$ cat src/rtl/regfile_read_stage_if.sv
// Decode-side, writeback and execute-side signals of the register-file read stage.
// The master drives the writeback port, the decode request and the execute handshake.
interface regfile_read_stage_if #(
  parameter int unsigned DATA_W = 32,
  parameter int unsigned NUM_W  = 5
);
  logic              wb_en;
  logic [NUM_W-1:0]  write_num;
  logic [DATA_W-1:0] write_data;

  logic              id_valid;
  logic              id_ready;
  logic [NUM_W-1:0]  rs_num;
  logic [NUM_W-1:0]  rt_num;

  logic              flush;
  logic              ex_ready;
  logic              ex_valid;
  logic [NUM_W-1:0]  ex_rs_num;
  logic [NUM_W-1:0]  ex_rt_num;
  logic [DATA_W-1:0] ex_rs_data;
  logic [DATA_W-1:0] ex_rt_data;

  modport master (
    output wb_en, write_num, write_data,
    output id_valid, rs_num, rt_num,
    output flush, ex_ready,
    input  id_ready, ex_valid, ex_rs_num, ex_rt_num, ex_rs_data, ex_rt_data
  );

  modport slave (
    input  wb_en, write_num, write_data,
    input  id_valid, rs_num, rt_num,
    input  flush, ex_ready,
    output id_ready, ex_valid, ex_rs_num, ex_rt_num, ex_rs_data, ex_rt_data
  );
endinterface

$ cat src/rtl/regfile_read_stage.sv
// Architectural register file with write-to-read bypass, feeding a registered
// decode-to-execute slot with stall, flush and late-writeback refresh.
module regfile_read_stage #(
  parameter int unsigned DATA_W = 32,
  parameter int unsigned NUM_W  = 5
) (
  input  logic                clk,
  input  logic                rst_n,
  regfile_read_stage_if.slave bus
);
  localparam int unsigned NumRegs = 2 ** NUM_W;

  logic [DATA_W-1:0] regs_q [NumRegs];

  logic              wb_live;
  logic [DATA_W-1:0] rs_data;
  logic [DATA_W-1:0] rt_data;

  logic              ex_valid_q,   ex_valid_d;
  logic [NUM_W-1:0]  ex_rs_num_q,  ex_rs_num_d;
  logic [NUM_W-1:0]  ex_rt_num_q,  ex_rt_num_d;
  logic [DATA_W-1:0] ex_rs_data_q, ex_rs_data_d;
  logic [DATA_W-1:0] ex_rt_data_q, ex_rt_data_d;

  logic id_ready;
  logic capture;

  // Writes to register 0 are architecturally void: never stored, never bypassed.
  assign wb_live = bus.wb_en && (bus.write_num != '0);

  always_ff @(posedge clk or negedge rst_n) begin
    if (!rst_n) begin
      for (int unsigned i = 0; i < NumRegs; i++) begin
        regs_q[i] <= '0;
      end
    end else if (wb_live) begin
      regs_q[bus.write_num] <= bus.write_data;
    end
  end

  always_comb begin
    rs_data = (bus.rs_num == '0) ? '0 : regs_q[bus.rs_num];
    if (wb_live && (bus.write_num == bus.rs_num)) begin
      rs_data = bus.write_data;
    end
  end

  always_comb begin
    rt_data = (bus.rt_num == '0) ? '0 : regs_q[bus.rt_num];
    if (wb_live && (bus.write_num == bus.rt_num)) begin
      rt_data = bus.write_data;
    end
  end

  assign id_ready = !ex_valid_q || bus.ex_ready;
  assign capture  = bus.id_valid && id_ready;

  always_comb begin
    ex_valid_d   = ex_valid_q;
    ex_rs_num_d  = ex_rs_num_q;
    ex_rt_num_d  = ex_rt_num_q;
    ex_rs_data_d = ex_rs_data_q;
    ex_rt_data_d = ex_rt_data_q;
    if (bus.flush) begin
      ex_valid_d = 1'b0;
    end else if (capture) begin
      ex_valid_d   = 1'b1;
      ex_rs_num_d  = bus.rs_num;
      ex_rt_num_d  = bus.rt_num;
      ex_rs_data_d = rs_data;
      ex_rt_data_d = rt_data;
    end else if (ex_valid_q) begin
      if (bus.ex_ready) begin
        ex_valid_d = 1'b0;
      end
      // Keep held operands coherent with writebacks landing after capture.
      if (wb_live && (bus.write_num == ex_rs_num_q)) begin
        ex_rs_data_d = bus.write_data;
      end
      if (wb_live && (bus.write_num == ex_rt_num_q)) begin
        ex_rt_data_d = bus.write_data;
      end
    end
  end

  always_ff @(posedge clk or negedge rst_n) begin
    if (!rst_n) begin
      ex_valid_q   <= 1'b0;
      ex_rs_num_q  <= '0;
      ex_rt_num_q  <= '0;
      ex_rs_data_q <= '0;
      ex_rt_data_q <= '0;
    end else begin
      ex_valid_q   <= ex_valid_d;
      ex_rs_num_q  <= ex_rs_num_d;
      ex_rt_num_q  <= ex_rt_num_d;
      ex_rs_data_q <= ex_rs_data_d;
      ex_rt_data_q <= ex_rt_data_d;
    end
  end

  assign bus.id_ready   = id_ready;
  assign bus.ex_valid   = ex_valid_q;
  assign bus.ex_rs_num  = ex_rs_num_q;
  assign bus.ex_rt_num  = ex_rt_num_q;
  assign bus.ex_rs_data = ex_rs_data_q;
  assign bus.ex_rt_data = ex_rt_data_q;

endmodule

$ cat src/flat_wrapper.sv
// flat-port wrapper written by rule: the top's interface ports become plain ports
module regfile_read_stage_flat 
#(
  parameter int unsigned DATA_W = 32,
  parameter int unsigned NUM_W  = 5
)
  (clk, rst_n, bus_wb_en, bus_write_num, bus_write_data, bus_id_valid, bus_rs_num, bus_rt_num, bus_flush, bus_ex_ready, bus_id_ready, bus_ex_valid, bus_ex_rs_num, bus_ex_rt_num, bus_ex_rs_data, bus_ex_rt_data);
  regfile_read_stage_if #(.DATA_W(DATA_W), .NUM_W(NUM_W)) bus_i ();
  input  logic clk;
  input  logic rst_n;
  input wire logic [$bits(bus_i.wb_en)-1:0] bus_wb_en;
  input wire logic [$bits(bus_i.write_num)-1:0] bus_write_num;
  input wire logic [$bits(bus_i.write_data)-1:0] bus_write_data;
  input wire logic [$bits(bus_i.id_valid)-1:0] bus_id_valid;
  input wire logic [$bits(bus_i.rs_num)-1:0] bus_rs_num;
  input wire logic [$bits(bus_i.rt_num)-1:0] bus_rt_num;
  input wire logic [$bits(bus_i.flush)-1:0] bus_flush;
  input wire logic [$bits(bus_i.ex_ready)-1:0] bus_ex_ready;
  output wire logic [$bits(bus_i.id_ready)-1:0] bus_id_ready;
  output wire logic [$bits(bus_i.ex_valid)-1:0] bus_ex_valid;
  output wire logic [$bits(bus_i.ex_rs_num)-1:0] bus_ex_rs_num;
  output wire logic [$bits(bus_i.ex_rt_num)-1:0] bus_ex_rt_num;
  output wire logic [$bits(bus_i.ex_rs_data)-1:0] bus_ex_rs_data;
  output wire logic [$bits(bus_i.ex_rt_data)-1:0] bus_ex_rt_data;
  assign bus_i.wb_en = bus_wb_en;
  assign bus_i.write_num = bus_write_num;
  assign bus_i.write_data = bus_write_data;
  assign bus_i.id_valid = bus_id_valid;
  assign bus_i.rs_num = bus_rs_num;
  assign bus_i.rt_num = bus_rt_num;
  assign bus_i.flush = bus_flush;
  assign bus_i.ex_ready = bus_ex_ready;
  assign bus_id_ready = bus_i.id_ready;
  assign bus_ex_valid = bus_i.ex_valid;
  assign bus_ex_rs_num = bus_i.ex_rs_num;
  assign bus_ex_rt_num = bus_i.ex_rt_num;
  assign bus_ex_rs_data = bus_i.ex_rs_data;
  assign bus_ex_rt_data = bus_i.ex_rt_data;
  regfile_read_stage #(.DATA_W(DATA_W), .NUM_W(NUM_W)) u_core (.clk(clk), .rst_n(rst_n), .bus(bus_i));
endmodule
$ cat config.mk
export PLATFORM = sky130hd
export DESIGN_NAME = regfile_read_stage_flat
export DESIGN_NICKNAME = d
export VERILOG_FILES = /design/src/rtl/regfile_read_stage_if.sv /design/src/rtl/regfile_read_stage.sv /design/src/flat_wrapper.sv
export SDC_FILE = /design/constraint.sdc
export NUM_CORES = 2
export LEC_CHECK = 0
export BUFFER_PORTS_ARGS = -buffer_cell sky130_fd_sc_hd__buf_2
export CORE_ASPECT_RATIO = 0.9
export CORE_MARGIN = 2
export CORE_UTILIZATION = 50
export DETAILED_ROUTE_END_ITERATION = 12
export PLACE_DENSITY = 0.66
export REMOVE_ABC_BUFFERS = 1
export SLEW_MARGIN = 40
export SYNTH_ARGS = -nofsm -noshare
export SYNTH_HDL_FRONTEND = slang
export SYNTH_SLANG_ARGS = --single-unit
$ cat constraint.sdc
create_clock -name clk -period 3 [get_ports clk]
set_input_delay 0.6 -clock clk [delete_from_list [all_inputs] [get_ports clk]]
set_output_delay 0.6 -clock clk [all_outputs]
set_load 0.01 [all_outputs]
=== Word-level counts from Yosys, hierarchy flattened ===
Index checks and enable logic that the tools add are counted.

* Flip-flop bits (word level): 1099
* Bits of input ports: 53
* Word-level logic and storage cells: 90
* Output and inout port bits: 76

* Bitwise gates (word level): 4
* $lt $le $gt $ge: 4
* Mux-type cells: 23
* Equality and inequality tests: 4
* Reductions and logical operators: 18

{| class="wikitable"
|+ Operators with widths
! cell !! number
|-
| bitwise mux 1024 bit || 1
|-
| two-way mux 32 bit || 15
|-
| binary-select mux 32 bit (select 5 bit) || 2
|-
| demux 32 bit (select 5 bit) || 1
|-
| equality test 5 bit || 4
|-
| >= comparator 6 bit (second input constant) || 3
|-
| inverter 5 -> 6 bit || 3
|-
| zero test 5 bit || 2
|-
| logical AND 1 bit || 7
|-
| < comparator 6 x 1 -> 1 bit (second input constant) || 1
|-
| AND reduction 3 bit || 2
|-
| nonzero test 2 bit || 3
|-
| nonzero test 5 bit || 1
|-
| two-way mux 1 bit || 4
|-
| AND reduction 2 bit || 1
|-
| zero test 1 bit || 1
|-
| logical OR 1 bit || 1
|-
| inverter 1 bit || 1
|}

=== Depth between registers and ports, before layout ===
* Depth after elaboration: 7
* Mapped depth: 9
* Depth with buffers taken out: 5

=== Worst setup path after synthesis ===
No wires, ideal clock.

* Path type: input-to-reg
* From: input port bus_rs_num[0]
* To: register u_core.ex_rs_data_q[10], in the netlist u_core.bus.ex_rs_data[10]
* Slack: 0.572 ns
* Stages on the path: 7
* Library setup time: 0.126 ns
* Path buffers: 3
* Required time: 2.874 ns
* Arrival time: 2.302 ns
* Path through: buf_2 buf_2 buf_2 mux4_2 o22ai_1 nor4_1 a221o_1

* Cells in the longest elaborated chain, start to end: 7
* Elaborated cells on any way between the ends: 10
* Classes of those cells: 1 x eq/ne; 6 x mux; 1 x bitwise; 2 x reduce/logical

{| class="wikitable"
|+ Ends and longest elaborated chain
! element !! RTL line !! text
|-
| start: declaration || flat_wrapper.sv:15 || <nowiki>input wire logic [$bits(bus_i.rs_num)-1:0] bus_rs_num;</nowiki>
|-
| inverter 5 -> 6 bit (implied by the code) || regfile_read_stage.sv:42 || <nowiki>rs_data = (bus.rs_num == '0) ? '0 : regs_q[bus.rs_num];</nowiki>
|-
| binary-select mux 32 bit (select 5 bit) || regfile_read_stage.sv:42 ||
|-
| two-way mux 32 bit (implied by the code) (2 in a row) || regfile_read_stage.sv:42 ||
|-
| two-way mux 32 bit || regfile_read_stage.sv:42 ||
|-
| two-way mux 32 bit (*) || regfile_read_stage.sv:43 || <nowiki>if (wb_live && (bus.write_num == bus.rs_num)) begin</nowiki>
|-
| two-way mux 32 bit (*) || regfile_read_stage.sv:66 || <nowiki>end else if (capture) begin</nowiki>
|-
| end signal: assignment || regfile_read_stage.sv:97 || <nowiki>ex_rs_data_q <= ex_rs_data_d;</nowiki>
|-
| end: declaration || regfile_read_stage.sv:22 || <nowiki>logic [DATA_W-1:0] ex_rs_data_q, ex_rs_data_d;</nowiki>
|}

Mark *: on every way between the ends. The rest lies on a longest branch, timed or not. The select of a mux whose other input is x is not followed.
A chain may end at the register's enable or synchronous reset.

=== Worst setup path in the final report ===
* From: register u_core.ex_rs_num_q[3], in the netlist u_core.bus.ex_rs_num[3]
* To: register u_core.ex_rs_data_q[27], in the netlist u_core.bus.ex_rs_data[27]

* Cells in the longest elaborated chain, start to end: 4

{| class="wikitable"
|+ Ends and longest elaborated chain
! element !! RTL line !! text
|-
| start: declaration || regfile_read_stage.sv:20 || <nowiki>logic [NUM_W-1:0] ex_rs_num_q, ex_rs_num_d;</nowiki>
|-
| start signal: assignment || regfile_read_stage.sv:95 || <nowiki>ex_rs_num_q <= ex_rs_num_d;</nowiki>
|-
| equality test 5 bit || regfile_read_stage.sv:77 || <nowiki>if (wb_live && (bus.write_num == ex_rs_num_q)) begin</nowiki>
|-
| logical AND 1 bit || regfile_read_stage.sv:77 ||
|-
| nonzero test 2 bit (no source line) || - ||
|-
| AND reduction 3 bit (no source line) || - ||
|}

No other way between the ends.

==> qor.csv <==
stage,metric,value,unit
route,dr_total_vias,36420,
clock_tree,clk_pin_slew,0.06,ns
placed_design,dpl_worst_slack,0.08542,ns
clock_tree,cts_tree,done,
logic_synthesis,synth_top_cell_by_area,dfrtp_1,
clock_tree,post-cts-setup-buffers,0,
placed_design,io_buffers,128,
placed_design,placed_cells,5045,
logic_synthesis,synth_area_leaders,"dfrtp_1, mux4_2, mux2_2, o22ai_1, clkbuf_1",
logic_synthesis,synth_cell_types,47,
placed_design,dp.final_hpwl,100400,um
critical_path,crit_fanout,33,
route,drc_errors,18,
sta,fmax,420.8,MHz
pwr,ir_drop,523.7,uV
global_routing,antenna_found_initial,3,
clock_tree,clkLatencyLatePin,0.71,ns
logic_synthesis,synthAdderAreaFrac,0,%
critical_path,reg2reg_slack,0.62,ns
logic_synthesis,synthMuxAreaShare,40.49,%
sta,rsz0062_at_grt,false,
critical_path,worstPathRequired,3.58,ns
logic_synthesis,synth_warnings,0,
final_layout,fillCellCount,8718,
critical_path,crit_arrival,2.95,ns
final_layout,layout.cells.non_filler,5264,
sta,drv_slew,0,
clock_tree,htree_num_levels,3,
route,first_pass_iters,11,
critical_path,crit_chain,xnor2_1 > nand3_1 > or4_4 > and3_1 > a221o_1,
critical_path,crit_type,flip-flop to flip-flop,
logic_synthesis,yosys.area_share.simple,2.597,%
final_layout,utilization,57.33,%
clock_tree,clk_path_buf_depth,3,
clock_tree,cts_root_buf,clkbuf_16,
sta,period_needed,2.376,ns
logic_synthesis,yosysSeqAreaShare,48.99,%
sta,timing.slew.headroom,38.33,%
logic_synthesis,synth_compound_area_share,4.072,%
sta,setup_violations,0,
logic_synthesis,synth_top_family_by_area,multiplexers,
floorplanning,start_util,50.43,%
min_path,whs_path_depth,2,
sta,setup_slack,0.6237,ns
final_layout,layout_common_cells,"dfrtp_1, mux2_2, mux4_2, o22ai_1, buf_2",
job,maxCapViolations,0,
floorplanning,die_area,0.1150,sq mm
min_path,hp-class,input pin to flip-flop,
sta,hold_viol,0,
placed_design,gp_routability_congestion,0.8181,
min_path,worstHoldStart,bus_flush,
floorplanning,fp.dieW,357.2,um
pwr,power,43.39,mW
critical_path,reg2reg_to,u_core.bus.ex_rs_data[27],
sta,final.setup_skew,0.02500,ns
sta,min_period_over_period,79.21,%
floorplanning,io_pins,129,
global_routing,grt_pass1_wl,256400,um
sta,worst_pin_slew,0.9250,ns
logic_synthesis,syn_avg_cell_area,15.31,sq um
run_status,failed_checks,design-rule violations,
logic_synthesis,synth_xor_area_share,0.3120,%
clock_tree,clock-sinks,1099,
final_layout,nets,3741,
critical_path,reg2reg_depth,5,
pwr,p_leak,27.79,nW
final_layout,final_common_cell,dfrtp_1,
run_status,status,finished with violations,
critical_path,crit_path_end_kind,flip-flop,
pwr,power.density,680.0,mW/mm^2
logic_synthesis,synthCells,3667,
critical_path,startpoint_type,flip-flop,
critical_path,r2r-start,u_core.bus.ex_rs_num[3],
critical_path,crit_slowest_cell,or4_4,
final_layout,syn2layout_area_growth,13.68,%
logic_synthesis,synth-edff-count,0,
global_routing,track_usage,30.75,%
route,viasPerCell,6.918,
route,routed_wl,174600,um
logic_synthesis,synth_top_cell_area_share,48.99,%
min_path,hold_end,u_core.bus.ex_valid,
logic_synthesis,synthFlopType,dfrtp_1,
clock_tree,cts-buffers-inserted,115,
logic_synthesis,ys_ff_latch,1099,
floorplanning,die_y,321.9,um
global_routing,grt.overflow.total,0,
floorplanning,core,0.1113,sq mm
floorplanning,std_cell_rows,116,
logic_synthesis,synth_area,0.05614,sq mm
route,wire_per_inst,33.17,um
global_routing,grt_max_degree,109,
route,drtIter0Drc,3743,
logic_synthesis,synthArstFlopShare,100.0,%
critical_path,critPathMaxStageDelay,0.87,ns
global_routing,grt_pass1_vias,36580,
route,ant_nets,0,
final_layout,layout-drive-gt1-share,54.63,%
per-stage QoR:
step | setup TNS [ns] | hold slack (ns) | area (sq um)
after floorplan | -19.95 | 0.3044 | 54160
after detailed placement | 0 | 0.3820 | 59730
after global placement | 0 | 0.3763 | 59720
after CTS | 0 | 0.07505 | 63810
after global routing | 0 | 0.1404 | 63810
final | 0 | 0.1244 | 63820
cells by family (layout without fill, tap and decap cells):
family,count (synthesis),after routing
flops,1099,1099
xor+xnor,20,20
mux,1507,1507
other cells,0,2
buf+inv,433,553
compound gates,328,328
simple gates,280,280
repair_timing:
| item | 4_1_cts | 5_1_grt |
|---|---|---|
| gates resized for setup | 0 | 0 |
| hold buffers | 1 | 0 |
| endpoints found under the hold margin | 34 | 0 |
per-layer routing:
| metal | global-route usage [%] | vias to the layer above | routed length (um) |
|---|---|---|---|
| li1 | - | 14420 | - |
| met1 | 43.59 | 19910 | 71690 |
| met2 | 48.40 | 1702 | 82470 |
| met3 | 6.079 | 384 | 14710 |
| met4 | 9.197 | 0 | 5759 |
| met5 | 0 | - | 0 |
report_power, final:
| group | switching, mW | leakage, nW | internal [mW] |
|---|---|---|---|
| logic | 3.14 | 11.7 | 5.10 |
| registers | 2.10 | 14.1 | 17.7 |
| clock network | 6.20 | 2.00 | 9.19 |
| total | 11.4 | 27.8 | 32.0 |
flip-flops by register name, summed over array words and instances, names as in the netlist:
signal,count
u_core.bus.ex_valid,1
u_core.bus.ex_rs_num,5
u_core.bus.ex_rt_num,5
u_core.bus.ex_rs_data,32
u_core.regs_q,1024
u_core.bus.ex_rt_data,32
worst max-delay path: cells and delay by family, from the launching register on:
family,cells,cell delay [ns]
AOI/OAI and AO/OA,1,0.26
DFF,1,0.44
xor gates and xnor gates,1,0.16
and+or+nand+nor,3,1.34
cells in the mapped netlist (all sizes together), types with 13 or more instances:
master and n:
dfrtp 1099, mux2 992, mux4 512, o22ai 249, clkbuf 236, buf 194
nand2 115, and3 33, o221ai 33, or4 33, nor4 32, a221o 31
nor2 22, xnor2 13
worst max-delay path by stage:
| stage | start | to | slack, ns | cells past startpoint |
|---|---|---|---|---|
| after floorplan | bus_id_valid | u_core.bus.ex_rs_data[0] | -0.52 | 4 |
| after global placement | bus_write_num[2] | u_core.regs_q[975] | 0.16 | 5 |
| after detailed placement | bus_write_num[1] | u_core.bus.ex_rs_data[28] | 0.09 | 6 |
| after CTS | u_core.bus.ex_rs_num[3] | u_core.bus.ex_rs_data[20] | 0.64 | 5 |
| after global routing | u_core.bus.ex_valid | u_core.bus.ex_rt_data[27] | 0.55 | 5 |
| final | u_core.bus.ex_rs_num[3] | u_core.bus.ex_rs_data[27] | 0.62 | 5 |
cell type report:
class                           instances  area (sq um)  share of cell area, %
Tap cell                             1475          1846                  2.892
Clock buffer                          178          3487                  5.464
Clock inverter                         38         590.6                 0.9254
Sequential cell                      1099         27500                  43.09
Timing Repair Buffer                  334          3516                  5.509
Multi-Input combinational cell       2135         26860                  42.09
Inverter                                3         11.26                0.01764
Antenna cell                            2         5.005               0.007842
Note: power is estimated with default switching activity, not from simulation.
